$ cat src/rtl/jtag_master.sv
// JTAG master: runs SYNC/header/shift/tail TMS sequences on a divided TCK and
// returns the TDO bits captured during SHIFT as a right-aligned word.
module jtag_master #(
  parameter int unsigned CLK_DIV = 4
) (
  input  logic        clk,
  input  logic        rst_n,
  input  logic        cmd_valid,
  output logic        cmd_ready,
  input  logic [1:0]  cmd_op,
  input  logic [5:0]  cmd_len,
  input  logic [31:0] cmd_data,
  output logic        rsp_valid,
  output logic [31:0] rsp_data,
  output logic        TCK,
  output logic        TMS,
  output logic        TDI,
  input  logic        TDO
);

  typedef enum logic [2:0] {StIdle, StSync, StHdr, StShift, StTail, StDone} state_e;

  localparam logic [1:0] OpReset = 2'b00;
  localparam logic [1:0] OpIr    = 2'b01;
  localparam logic [1:0] OpIdle  = 2'b11;
  localparam logic [7:0] DivLast = 8'(CLK_DIV - 1);

  state_e      state_q, state_d, nxt_state;
  logic [4:0]  cnt_q, cnt_d, nxt_cnt;
  logic [7:0]  div_q, div_d;
  logic        tck_q, tck_d, tms_q, tms_d, tdi_q, tdi_d;
  logic [1:0]  op_q, op_d, op_sel;
  logic [4:0]  last_q, last_d, last_sel, last_in, hdr_last;
  logic [5:0]  len_m1;
  logic [31:0] data_q, data_d, data_sel;
  logic [31:0] cap_q, cap_d, rsp_data_q, rsp_data_d;
  logic        ready_q, ready_d, synced_q, synced_d;
  logic        nxt_tms, nxt_tdi, sync_end, accept;

  // In IDLE the next-period decode looks at the incoming command directly.
  assign op_sel   = (state_q == StIdle) ? cmd_op   : op_q;
  assign data_sel = (state_q == StIdle) ? cmd_data : data_q;
  assign last_sel = (state_q == StIdle) ? last_in  : last_q;
  assign hdr_last = (op_sel == OpIr) ? 5'd3 : 5'd2;
  assign len_m1   = cmd_len - 6'd1;
  assign accept   = cmd_valid & ready_q;

  always_comb begin
    if (cmd_len == 6'd0)       last_in = 5'd0;
    else if (cmd_len > 6'd32)  last_in = 5'd31;
    else                       last_in = len_m1[4:0];
  end

  // Which period follows the one currently ending (or the first one, from IDLE).
  always_comb begin
    nxt_state = StDone;
    nxt_cnt   = '0;
    sync_end  = 1'b0;
    case (state_q)
      StIdle: begin
        if (op_sel == OpReset || !synced_q) nxt_state = StSync;
        else if (op_sel == OpIdle)          nxt_state = StShift;
        else                                nxt_state = StHdr;
      end
      StSync: begin
        if (cnt_q != 5'd5) begin
          nxt_state = StSync;
          nxt_cnt   = cnt_q + 5'd1;
        end else begin
          sync_end = 1'b1;
          if (op_sel == OpReset)     nxt_state = StDone;
          else if (op_sel == OpIdle) nxt_state = StShift;
          else                       nxt_state = StHdr;
        end
      end
      StHdr: begin
        if (cnt_q != hdr_last) begin
          nxt_state = StHdr;
          nxt_cnt   = cnt_q + 5'd1;
        end else begin
          nxt_state = StShift;
        end
      end
      StShift: begin
        if (cnt_q != last_sel) begin
          nxt_state = StShift;
          nxt_cnt   = cnt_q + 5'd1;
        end else if (op_sel == OpIdle) begin
          nxt_state = StDone;
        end else begin
          nxt_state = StTail;
        end
      end
      StTail: begin
        if (cnt_q == 5'd0) begin
          nxt_state = StTail;
          nxt_cnt   = 5'd1;
        end
      end
      default: nxt_state = StDone;
    endcase
  end

  always_comb begin
    nxt_tms = tms_q;
    nxt_tdi = 1'b0;
    case (nxt_state)
      StSync:  nxt_tms = (nxt_cnt != 5'd5);
      StHdr:   nxt_tms = (op_sel == OpIr) ? (nxt_cnt < 5'd2) : (nxt_cnt == 5'd0);
      StShift: begin
        if (op_sel == OpIdle) begin
          nxt_tms = 1'b0;
        end else begin
          nxt_tms = (nxt_cnt == last_sel);
          nxt_tdi = data_sel[nxt_cnt];
        end
      end
      StTail:  nxt_tms = (nxt_cnt == 5'd0);
      default: ;
    endcase
  end

  always_comb begin
    state_d    = state_q;
    cnt_d      = cnt_q;
    div_d      = div_q;
    tck_d      = tck_q;
    tms_d      = tms_q;
    tdi_d      = tdi_q;
    op_d       = op_q;
    last_d     = last_q;
    data_d     = data_q;
    cap_d      = cap_q;
    rsp_data_d = rsp_data_q;
    synced_d   = synced_q;
    if (state_q == StIdle) begin
      tck_d = 1'b0;
      div_d = '0;
      if (accept) begin
        op_d    = cmd_op;
        last_d  = last_in;
        data_d  = cmd_data;
        cap_d   = '0;
        state_d = nxt_state;
        cnt_d   = nxt_cnt;
        tms_d   = nxt_tms;
        tdi_d   = nxt_tdi;
      end
    end else if (state_q == StDone) begin
      state_d = StIdle;
    end else if (div_q == DivLast) begin
      div_d = '0;
      tck_d = ~tck_q;
      if (!tck_q) begin
        if (state_q == StShift && op_q != OpIdle) cap_d[cnt_q] = TDO;
      end else begin
        // Falling TCK edge: the next period begins here.
        if (sync_end) synced_d = 1'b1;
        state_d = nxt_state;
        cnt_d   = nxt_cnt;
        tms_d   = nxt_tms;
        tdi_d   = nxt_tdi;
        if (nxt_state == StDone) rsp_data_d = cap_q;
      end
    end else begin
      div_d = div_q + 8'd1;
    end
    ready_d = (state_d == StIdle);
  end

  always_ff @(posedge clk) begin
    if (!rst_n) begin
      state_q    <= StIdle;
      cnt_q      <= '0;
      div_q      <= '0;
      tck_q      <= 1'b0;
      tms_q      <= 1'b1;
      tdi_q      <= 1'b0;
      op_q       <= '0;
      last_q     <= '0;
      data_q     <= '0;
      cap_q      <= '0;
      rsp_data_q <= '0;
      ready_q    <= 1'b0;
      synced_q   <= 1'b0;
    end else begin
      state_q    <= state_d;
      cnt_q      <= cnt_d;
      div_q      <= div_d;
      tck_q      <= tck_d;
      tms_q      <= tms_d;
      tdi_q      <= tdi_d;
      op_q       <= op_d;
      last_q     <= last_d;
      data_q     <= data_d;
      cap_q      <= cap_d;
      rsp_data_q <= rsp_data_d;
      ready_q    <= ready_d;
      synced_q   <= synced_d;
    end
  end

  assign cmd_ready = ready_q;
  assign rsp_valid = (state_q == StDone);
  assign rsp_data  = rsp_data_q;
  assign TCK       = tck_q;
  assign TMS       = tms_q;
  assign TDI       = tdi_q;

endmodule

$ cat config.mk
export PLATFORM = sky130hd
export DESIGN_NAME = jtag_master
export DESIGN_NICKNAME = d
export VERILOG_FILES = /design/src/rtl/jtag_master.sv
export SDC_FILE = /design/constraint.sdc
export NUM_CORES = 1
export LEC_CHECK = 0
export BUFFER_PORTS_ARGS = -buffer_cell sky130_fd_sc_hd__buf_2
export CAP_MARGIN = 15
export CORE_MARGIN = 8
export CORE_UTILIZATION = 35
export DETAILED_ROUTE_END_ITERATION = 7
export PLACE_DENSITY = 0.64
export SYNTH_ARGS = -nofsm -noshare
export SYNTH_HDL_FRONTEND = slang
export SYNTH_SLANG_ARGS = --single-unit
$ cat constraint.sdc
create_clock -name clk -period 8.5 [get_ports clk]
set_clock_uncertainty 0.15 [all_clocks]
set_input_delay 0.425 -clock clk [delete_from_list [all_inputs] [get_ports clk]]
set_output_delay 0.425 -clock clk [all_outputs]
set_load 0.005 [all_outputs]
Yosys cells after proc, flatten, opt, wreduce, memory -nomap -nowiden
Index checks and enable logic that the tools add are counted.
{"block": "word_totals", "ff_bits": 124, "inputBits": 44, "wordCells": 127}
{"block": "classes", "n_lt_le_gt_ge": 5, "addsub": 3, "bitwise_logic": 5, "reduce_logical": 20, "muxes": 59, "eq_ne": 22}
{"op": "32-bit two-way mux", "count": 7}
{"op": "5-bit two-way mux", "count": 11}
{"op": "32-bit bitwise mux", "count": 1}
{"op": "1-bit two-way mux", "count": 24}
{"op": "3-bit two-way mux", "count": 8}
{"op": "5-bit one-hot mux with 4 select lines", "count": 1}
{"op": "3-bit one-hot mux with 5 select lines", "count": 1}
{"op": "5-bit AND reduction", "count": 3}
{"op": "3-bit by 2-bit equality test with 1-bit output, second input constant", "count": 4}
{"op": "3-bit equality test, second input constant", "count": 4}
{"op": "5-bit by 6-bit < comparator with 1-bit output, second input constant", "count": 2}
{"op": "5-bit zero test", "count": 2}
{"op": "5-bit by 3-bit inequality test with 1-bit output, second input constant", "count": 2}
{"op": "8-bit by 1-bit adder with 8-bit output, second input constant", "count": 1}
{"op": "8-bit by 2-bit equality test with 1-bit output, second input constant", "count": 1}
{"op": "8-bit two-way mux", "count": 1}
{"op": "3-bit by 1-bit equality test with 1-bit output, second input constant", "count": 2}
{"op": "6-bit greater-than comparator, second input constant", "count": 1}
{"op": "3-bit zero test", "count": 2}
{"op": "6-bit zero test", "count": 1}
{"op": "2-bit nonzero test", "count": 3}
{"op": "5-bit by 1-bit adder with 5-bit output, second input constant", "count": 1}
{"op": "1-bit binary-select mux with 5-bit select", "count": 1}
{"op": "1-bit demux with 5-bit select", "count": 1}
{"op": "other kinds (21)", "count": 29}

Longest topological paths before layout
{"block": "logic_depth", "depth_word": 15, "mapped_depth": 19}

Worst setup path before layout
OpenSTA, ideal clock, no wires.
{"block": "synth_path", "path_kind": "reg2reg", "start": "register state_q[2]", "end": "register tdi_q (netlist: TDI)", "setup_time_ps": 136, "arrival_ps": 4103, "path_buffers": 5, "slack_ps": 4112, "required_ps": 8214, "stages_incl_launch_ff": 20, "cell_sequence": "dfxtp_1 -> buf_2 -> nor3_4 -> clkbuf_1 -> clkbuf_1 -> clkbuf_1 -> mux2i_1 -> inv_1 -> ha_1 -> xor2_1 -> o31ai_1 -> o22a_1 -> o211ai_1 -> o31a_1 -> clkbuf_1 -> a31o_2 -> o211ai_1 -> o211ai_1 -> o211ai_1 -> o41ai_2"}
{"block": "synth_between", "elab_chain_cells": 15}
{"item": "from (decl)", "line_no": "28", "rtl": "state_e state_q, state_d, nxt_state;"}
{"item": "from (signal assigned)", "line_no": "173", "rtl": "state_q <= StIdle;"}
{"item": "from (signal assigned)", "line_no": "187", "rtl": "state_q <= state_d;"}
{"item": "3-bit zero test"}
{"item": "2-bit two-way mux", "line_no": "41", "rtl": "assign op_sel = (state_q == StIdle) ? cmd_op : op_q;"}
{"item": "2-bit by 1-bit equality test with 1-bit output", "line_no": "44", "rtl": "assign hdr_last = (op_sel == OpIr) ? 5'd3 : 5'd2;"}
{"item": "1-bit two-way mux", "line_no": "44"}
{"item": "5-bit by 2-bit inequality test with 1-bit output", "line_no": "77", "rtl": "if (cnt_q != hdr_last) begin"}
{"item": "5-bit two-way mux", "line_no": "77"}
{"item": "5-bit one-hot mux with 4 select lines", "line_no": "59", "rtl": "case (state_q)"}
{"item": "1-bit binary-select mux with 5-bit select", "line_no": "115", "rtl": "nxt_tdi = data_sel[nxt_cnt];"}
{"item": "1-bit two-way mux (implied by the code)", "line_no": "115"}
{"item": "1-bit two-way mux", "line_no": "111", "rtl": "if (op_sel == OpIdle) begin"}
{"item": "1-bit two-way mux", "line_no": "107", "rtl": "case (nxt_state)"}
{"item": "1-bit two-way mux", "line_no": "154", "rtl": "if (!tck_q) begin"}
{"item": "1-bit two-way mux", "line_no": "151", "rtl": "end else if (div_q == DivLast) begin"}
{"item": "1-bit two-way mux", "line_no": "149", "rtl": "end else if (state_q == StDone) begin"}
{"item": "1-bit two-way mux", "line_no": "136", "rtl": "if (state_q == StIdle) begin"}
{"item": "to (signal assigned)", "line_no": "192", "rtl": "tdi_q <= tdi_d;"}
{"item": "to (decl)", "line_no": "31", "rtl": "logic tck_q, tck_d, tms_q, tms_d, tdi_q, tdi_d;"}
Several ways; a longest one is shown, not always the timed one. The select of a mux whose other input is x is not followed.
A chain may end at the register's enable or synchronous reset.

Worst setup path in the final report
Same ends and word-level chain as after synthesis.

==> metrics <==
Post-CTS Setup Repair Bufs=0; leading area contributor after synthesis=dfxtp_1; most common cell in the synthesized netlist=nand2_1; post-layout min period=4.423 ns; Synth Warn #=0; share of post-route cells with drive strength above 1=14.78%; Cell Rows=50; library cells used by synthesis=69; Die ar.=23160 um^2; n_diodes=0; EDFF count, synth=0; Clk Latency, worst-skew pair=0.42 ns; maximum clock insertion buffer count=2; top cells by area, synth=dfxtp_1 38%, nand2_1 10%, a21boi_0 8.4%, o21ai_0 5.9%, a21oi_1 3.9%; Vias=5861; worst path required time=8.68 ns; Final Hold Vio Count=0; design area=7594 um^2; TritonCTS clock tree=yes; total CTS buffers=17; register area share after synthesis=38.25%; Placed Area=6983 um^2; clock transition at the registers of the reported paths=0.06 ns; Post-CTS Hold Fix Bufs=0; drt initial violations=396; core area=18460 um^2; final non-filler cell total=1127; Slowest-stage cell, CP=and2_1; # IOs=81; CTS sink cnt=124; Setup Crit Path Kind=reg2reg; CP Launch Type=flop; R2R setup slack=4.08 ns; Port Buffers=80; drt wl/cell=15.27 um; PwrDens=183.0 nW/um^2; Critical Path End Type=flop; Max H-tree Level=4; Util after Layout=41.15%; all-layer global routing usage=14.89%; Worst slew margin=34.93%; synthesized flop and latch total=124; post-route ant nets=0; fill count=1890; DR pass1 iterations=5; Hold Crit Class=in2reg; Layout area overhead=17.00%; hold_ws=0.1038 ns; GPL Wtd Cong=0.8846; CP Buf/Inv Count=2; largest net degree at the start of global routing=120; Final period util=52.03%; post-route DRC violation count=0; Slew @ Worst Pin=0.9761 ns; Tot Pwr=1.390 mW; gr ovfl total=0; Reg area=2482 um^2; family with the most delay on the worst path=compound AO/OA/AOI/OAI gates; Pleak=2.958 nW; synthesized area per cell=7.782 um^2; Cells after Synth=834; crit-path max cell delay=0.58 ns; first-pass GRT wire length=28710 um; CP Max Fanout=26; setup TNS=0 ns; Synth Net Count=888; count of pins over their slew limit=0; outcome=finished clean; CP arrival=4.60 ns; Max Cap Viol=0; worst slack at placement=4.098 ns; post-DR vias/cell=5.201; Post-CTS Resized=0; worst setup margin=4.077 ns; Initial Util=35.17%; f_max=226.1 MHz; Detailed Place HPWL=11610 um; RSZ-0062 raised after global routing=no; Final #Nets=935; Synth async-reset ratio=0%; Post-synth top cells=178 x nand2_1, 124 x dfxtp_1, 77 x o21ai_0; Clk Tree Root Cell=clkbuf_16; placed cell count=1094; share of the synthesized area in the top cell type=38.25%; Worst VDD drop=0.0001291 V; initial antenna violation count=0; CP Cell Sequence=nor3_4 > buf_4 > mux2i_1 > inv_1 > ha_1 > xor2_1 > o31ai_1 > o31a_1 > o21a_1 > and2_1 > nor2_1 > o311ai_0 > a2111oi_1 > o41ai_2; # setup viols final=0; Primary FF master, synth=dfxtp_1; chip height=152.2 um; total wire length=17200 um; mapped cell area=6490 um^2; area taken by multi-input logic gates=3710 um^2; vias in the first global route=5756; Die W=152.2 um
[tightest hold or removal path, cell delays in order]
cell and delay [ns]:
buf_2 0.09, nand2_1 0.04, a21boi_0 0.06
[flip-flops by register name, summed over array words and instances (netlist names), 2 cells and up]
name / cells
cnt_q: 5
cap_q: 32
last_q: 5
data_q: 32
div_q: 8
rsp_data: 32
op_q: 2
state_q: 3
[placed cells by master (no fill, tap or decap), types with 5 or more instances in the layout]
| master | n |
|---|---|
| xor2_1 | 13 |
| a31oi_1 | 8 |
| nand2b_1 | 6 |
| clkbuf_16 | 17 |
| buf_2 | 80 |
| nand3_1 | 15 |
| or3_1 | 7 |
| inv_1 | 13 |
| o21a_1 | 6 |
| dfxtp_1 | 124 |
| ha_1 | 10 |
| a21boi_0 | 73 |
| o211ai_1 | 6 |
| nand2_1 | 178 |
| o21ai_0 | 77 |
| nand4_1 | 5 |
| xnor2_1 | 7 |
| nor2_1 | 39 |
| a21oi_1 | 51 |
| mux2i_1 | 8 |
| and2_1 | 37 |
| buf_4 | 6 |
| and3_1 | 6 |
| nor2b_1 | 8 |
| nor3_1 | 11 |
[cells by family (layout without fill, tap and decap cells)]
group | after synthesis | count (layout) | share of synthesized area, %
flops | 124 | 124 | 38.25
compound gates | 263 | 263 | 26.70
mux | 9 | 9 | 1.581
xor+xnor | 20 | 20 | 2.699
fa+ha+maj | 11 | 11 | 2.082
simple gates | 333 | 333 | 24.10
buf+inv | 74 | 133 | 4.588
[where the power goes]
| part | leakage [nW] | switching, mW | internal, mW | total [mW] |
|---|---|---|---|---|
| logic | 1.68 | 0.0532 | 0.0364 | 0.0896 |
| clock network | 0.276 | 0.265 | 0.436 | 0.701 |
| registers | 1.00 | 0.00784 | 0.592 | 0.599 |
[path summary, 6_finish.rpt]
check,end,cells after the start,from
max,TDI,14,state_q[2]
min,data_q[23],3,cmd_data[23]
max reg2reg,TDI,14,state_q[2]
min reg2reg,rsp_data[24],2,rsp_data[24]
[layout make-up]
type                       instances  area share [%]
clock buffer                      20           5.882
clock inverter                    11           1.598
inverter                          14          0.6920
multi-input combinational        636           48.85
sequential                       124           32.69
tap                              234           3.856
timing repair buffer              88           6.426
[metal layers]
layer,vias to the layer above,wire length [um],GRT usage [%]
li1,2984,-,-
met1,2698,8440,19.14
met2,151,7631,23.33
met3,28,832,3.857
met4,0,299,6.092
met5,-,0,0
No activity file was read; power rests on OpenSTA's default activity.
